**src/rtl/arm_cond_pkg.sv**
```systemverilog
// Shared types for ARM condition evaluation: condition codes and NZCV layout.
package arm_cond_pkg;

    typedef enum logic [3:0] {
        EQ = 4'b0000, NE = 4'b0001, CS = 4'b0010, CC = 4'b0011,
        MI = 4'b0100, PL = 4'b0101, VS = 4'b0110, VC = 4'b0111,
        HI = 4'b1000, LS = 4'b1001, GE = 4'b1010, LT = 4'b1011,
        GT = 4'b1100, LE = 4'b1101, AL = 4'b1110, NV = 4'b1111
    } cond_e;

    localparam int FLAG_N = 3;
    localparam int FLAG_Z = 2;
    localparam int FLAG_C = 1;
    localparam int FLAG_V = 0;

    typedef logic [3:0] nzcv_t;

endpackage

```
**src/rtl/condition_unit_cond_check.sv**
```systemverilog
// Combinational ARM condition-field evaluator: (Cond, NZCV) -> pass/fail.
// Kept standalone so a pipelined core can reuse it at a different stage.
module cond_check
    import arm_cond_pkg::*;
(
    input  logic [3:0] i_cond,
    input  nzcv_t      i_flags,
    output logic       o_cond_ex
);

    logic w_n, w_z, w_c, w_v;

    assign w_n = i_flags[FLAG_N];
    assign w_z = i_flags[FLAG_Z];
    assign w_c = i_flags[FLAG_C];
    assign w_v = i_flags[FLAG_V];

    // Decode table; unknown codes fall back to "not executed" so nothing is written.
    always_comb begin
        o_cond_ex = 1'b0;
        unique case (cond_e'(i_cond))
            EQ: o_cond_ex = w_z;
            NE: o_cond_ex = ~w_z;
            CS: o_cond_ex = w_c;
            CC: o_cond_ex = ~w_c;
            MI: o_cond_ex = w_n;
            PL: o_cond_ex = ~w_n;
            VS: o_cond_ex = w_v;
            VC: o_cond_ex = ~w_v;
            HI: o_cond_ex = w_c & ~w_z;
            LS: o_cond_ex = ~w_c | w_z;
            GE: o_cond_ex = (w_n == w_v);
            LT: o_cond_ex = (w_n != w_v);
            GT: o_cond_ex = ~w_z & (w_n == w_v);
            LE: o_cond_ex = w_z | (w_n != w_v);
            AL: o_cond_ex = 1'b1;
            NV: o_cond_ex = 1'b0;
        endcase
    end

endmodule

```
**src/rtl/condition_unit.sv**
```systemverilog
// Architectural NZCV register plus condition gating of PC/register/memory writes.
// Conditions are evaluated against the registered flags (previous instruction's
// result); an executing instruction may then update the N,Z and/or C,V groups.
module condition_unit
    import arm_cond_pkg::*;
#(
    parameter nzcv_t RESET_FLAGS = 4'b0000
) (
    input  logic       clk,
    input  logic       rst_n,
    input  logic       en,
    input  logic [3:0] Cond,
    input  logic [3:0] ALUFlags,
    input  logic [1:0] FlagW,
    input  logic       PCS,
    input  logic       RegW,
    input  logic       MemW,
    input  logic       NoWrite,
    output logic       PCSrc,
    output logic       RegWrite,
    output logic       MemWrite,
    output logic       CondEx,
    output logic [3:0] Flags
);

    nzcv_t r_flags;
    logic  w_cond_ex;
    logic  w_upd;

    cond_check u_cond_check (
        .i_cond    (Cond),
        .i_flags   (r_flags),
        .o_cond_ex (w_cond_ex)
    );

    // Only a retiring, executing instruction may touch the flags.
    assign w_upd = en & w_cond_ex;

    // N,Z group update; reset wins over any same-edge write.
    always_ff @(posedge clk or negedge rst_n) begin
        if (!rst_n)
            r_flags[FLAG_N:FLAG_Z] <= RESET_FLAGS[FLAG_N:FLAG_Z];
        else if (w_upd && FlagW[1])
            r_flags[FLAG_N:FLAG_Z] <= ALUFlags[FLAG_N:FLAG_Z];
    end

    // C,V group update, independent of the N,Z group.
    always_ff @(posedge clk or negedge rst_n) begin
        if (!rst_n)
            r_flags[FLAG_C:FLAG_V] <= RESET_FLAGS[FLAG_C:FLAG_V];
        else if (w_upd && FlagW[0])
            r_flags[FLAG_C:FLAG_V] <= ALUFlags[FLAG_C:FLAG_V];
    end

    // Write gating is not qualified by en; the write ports honour en themselves.
    assign CondEx   = w_cond_ex;
    assign PCSrc    = PCS & w_cond_ex;
    assign RegWrite = RegW & w_cond_ex & ~NoWrite;
    assign MemWrite = MemW & w_cond_ex;
    assign Flags    = r_flags;

endmodule
```
**config.mk**
```make
export PLATFORM = sky130hd
export DESIGN_NAME = condition_unit
export DESIGN_NICKNAME = d
export VERILOG_FILES = /design/src/rtl/arm_cond_pkg.sv /design/src/rtl/condition_unit_cond_check.sv /design/src/rtl/condition_unit.sv
export SDC_FILE = /design/constraint.sdc
export NUM_CORES = 1
export LEC_CHECK = 0
export ABC_AREA = 1
export BUFFER_PORTS_ARGS = -buffer_cell sky130_fd_sc_hd__buf_2
export CAP_MARGIN = 20
export CORE_AREA = 4 4 41 43
export DETAILED_ROUTE_END_ITERATION = 16
export DIE_AREA = 0 0 45 47
export HOLD_SLACK_MARGIN = 0.06
export PLACE_DENSITY_LB_ADDON = 0.3
export SKIP_CTS_REPAIR_TIMING = 1
export SLEW_MARGIN = 20
export SYNTH_ARGS = -nofsm -noshare
export SYNTH_HDL_FRONTEND = slang
export SYNTH_HIERARCHICAL = 1
export SYNTH_SLANG_ARGS = --single-unit
```
**constraint.sdc**
```tcl
create_clock -name clk -period 2.7 [get_ports clk]
set_input_delay 0.135 -clock clk [delete_from_list [all_inputs] [get_ports clk]]
set_output_delay 0.135 -clock clk [all_outputs]
set_load 0.02 [all_outputs]
```
==> reports/qor.txt <==
Root Driver: clkbuf_4
Clock Power Share: 0.147
Die X: 45 um
Layout cells sized above 1: 0.340
DR vias/cell: 4.76
Drt wl/cell: 10.0 um
Syn Area/Cell: 5.77 um^2
CTS Buf Count: 3
Max-slew violations: 0
Psw: 0.250 mW
Boundary pin count: 25
Hold crit path type: input pin to register
Synth Instances: 70
Post-layout min period: 1.82 ns
Outcome: completed
Critical path capture point type: output pin
Max Clk Rate: 551 MHz
Combinational power share: 0.593
H-tree levels: 1
Crit path max fanout: 10
Row cnt: 13
Syn. warnings: 6
Placed Area: 532 um^2
Worst-Margin Slew: 0.206 ns
Die Y: 47 um
GRT Residual Overflow: 0
Vias in the first global route: 425
Initial DRC count: 7
Part of the power in registers: 0.260
Crit path required time: 2.57 ns
Seq/Total Area, Yosys: 0.248
Leakage: 0.349 nW
Switching portion of total power: 0.510
RSZ-0062 raised after global routing: false
# Max-Cap Violations: 0
Area growth syn-to-layout: 39.6%
Initial Util: 0.311
Number of routed nets with antenna violations: 0
Synth Cell Area: 404 um^2
Antenna violations before repair: 0
CORE AREA: 1300 um^2
Pin count of the biggest net entering global routing: 11
IO buf count: 24
Clk sinks: 4
Crit path kind: register to output pin
Clock latency on the worst-skew pair: 0.23 ns
CTS max path bufs: 2
Layout fillers: 148
Seq cells post-synth: 4
Final Hold Viols: 0
Smallest hold slack: 0.155 ns
HPWL after DPL: 929 um
Finished Layout Cells: 112
Antenna cells: 0
Total Wirelength: 1120 um
TritonCTS clock tree: done
Max FFs per register: 4
Internal power: 0.240 mW
Via count of the routed design: 533
Drt pass-1 iters: 4
Peak supply drop: 406 uV
Critical Path Start Type: register
RePlAce Congestion: 0.902
Full die area: 2120 um^2
Post-layout util: 0.434
Power Dens Cells: 868 nW/um^2
Worst relative slew slack: 0.862
Skew final: 0.00301 ns
Synth unique cells: 14
Critical Path AT: 1.68 ns
Worst-path clk slew: 0.04 ns
Nets: 116
Post-route DRC: 0
Synth Net Count: 87
Setup violators final: 0
Final Cell Area: 564 um^2
Cells after DPL: 108
Setup_tns: 0 ns
Global-route wire length before repair: 1660 um
Final period util: 0.673
Global Route Usage Sum: 0.108
## worst max-delay path: stages (launching register included)
cell	delay (ns)
dfrtp_1	0.40
inv_1	0.12
nand2_1	0.08
nand2_1	0.08
nand3_1	0.07
nand2_1	0.06
nand2_1	0.05
nand3_1	0.07
nand2_1	0.06
nand3_2	0.15
nand2_1	0.07
nor2_1	0.08
buf_2	0.16
## stage by stage
stage,setup slack (ns),total power [mW]
2_1_floorplan,0.966,0.343
3_3_place_gp,1.15,0.417
3_5_place_dp,1.12,0.419
4_1_cts,0.857,0.497
5_1_grt,0.663,0.541
6_report,0.884,0.490
## final timing paths
check                      slack [ns]  depth (start not counted)       end         from
max in group asynchronous        2.33                          2  Flags[3]        rst_n
min reg2reg                      0.54                          2  Flags[2]     Flags[2]
min                              0.15                          3  Flags[1]  ALUFlags[1]
max                              0.88                         12  RegWrite     Flags[3]
min in group asynchronous        0.25                          2  Flags[1]        rst_n
max reg2reg                      1.20                         12  Flags[3]     Flags[3]
## per-layer routing
metal  vias to the layer above  track usage  wire, um
met4                         0       0.0526         0
met1                       228        0.133       491
met3                         0       0.0345        98
li1                        285            -         -
met5                         -            0         0
met2                        20        0.169       532
## cell usage in the layout (no fill, tap or decap)
| cell type | instances |
|---|---|
| nor2_1 | 3 |
| o211ai_1 | 2 |
| a21oi_1 | 1 |
| nor2_2 | 3 |
| o21ai_0 | 1 |
| o21ai_1 | 2 |
| inv_1 | 8 |
| inv_2 | 2 |
| dlygate4sd3_1 | 1 |
| nand4_1 | 4 |
| nand3_1 | 10 |
| nand2_1 | 28 |
| dfrtp_1 | 4 |
| clkbuf_4 | 3 |
| nand3_2 | 1 |
| buf_2 | 24 |
## cells by family after synthesis
kind of cell / share of synthesized area
buffers and inverters: 0.121
AOI/OAI and AO/OA: 0.0867
and+or+nand+nor: 0.545
DFF: 0.248
## power groups by stage
stage,registers [mW],clock network [mW],logic [mW]
floorplan,0.157,0,0.186
global placement,0.127,0,0.290
detailed placement,0.128,0,0.291
CTS,0.128,0.0757,0.293
global route,0.136,0.0763,0.329
finish,0.127,0.0719,0.291
## synthesized netlist by cell type
cell | number | share of area
nor2_1 | 3 | 0.028
inv_1 | 8 | 0.074
buf_6 | 1 | 0.028
nand3_1 | 10 | 0.12
nor2_2 | 3 | 0.046
nand2_1 | 28 | 0.26
o21ai_0 | 1 | 0.012
inv_2 | 2 | 0.019
o21ai_1 | 2 | 0.025
dfrtp_1 | 4 | 0.25
o211ai_1 | 2 | 0.037
nand4_1 | 4 | 0.062
a21oi_1 | 1 | 0.012
nand3_2 | 1 | 0.025
## cell type report
cell class              instances  area [um^2]  area share
clock buffers                   3         22.5      0.0399
repair buffers                 25          130       0.231
inverters                      10         37.5      0.0665
flip-flops and latches          4          100       0.177
multi-input cells              55          255       0.452
well taps                      15         18.8      0.0333
No activity file was read; power rests on OpenSTA's default activity.
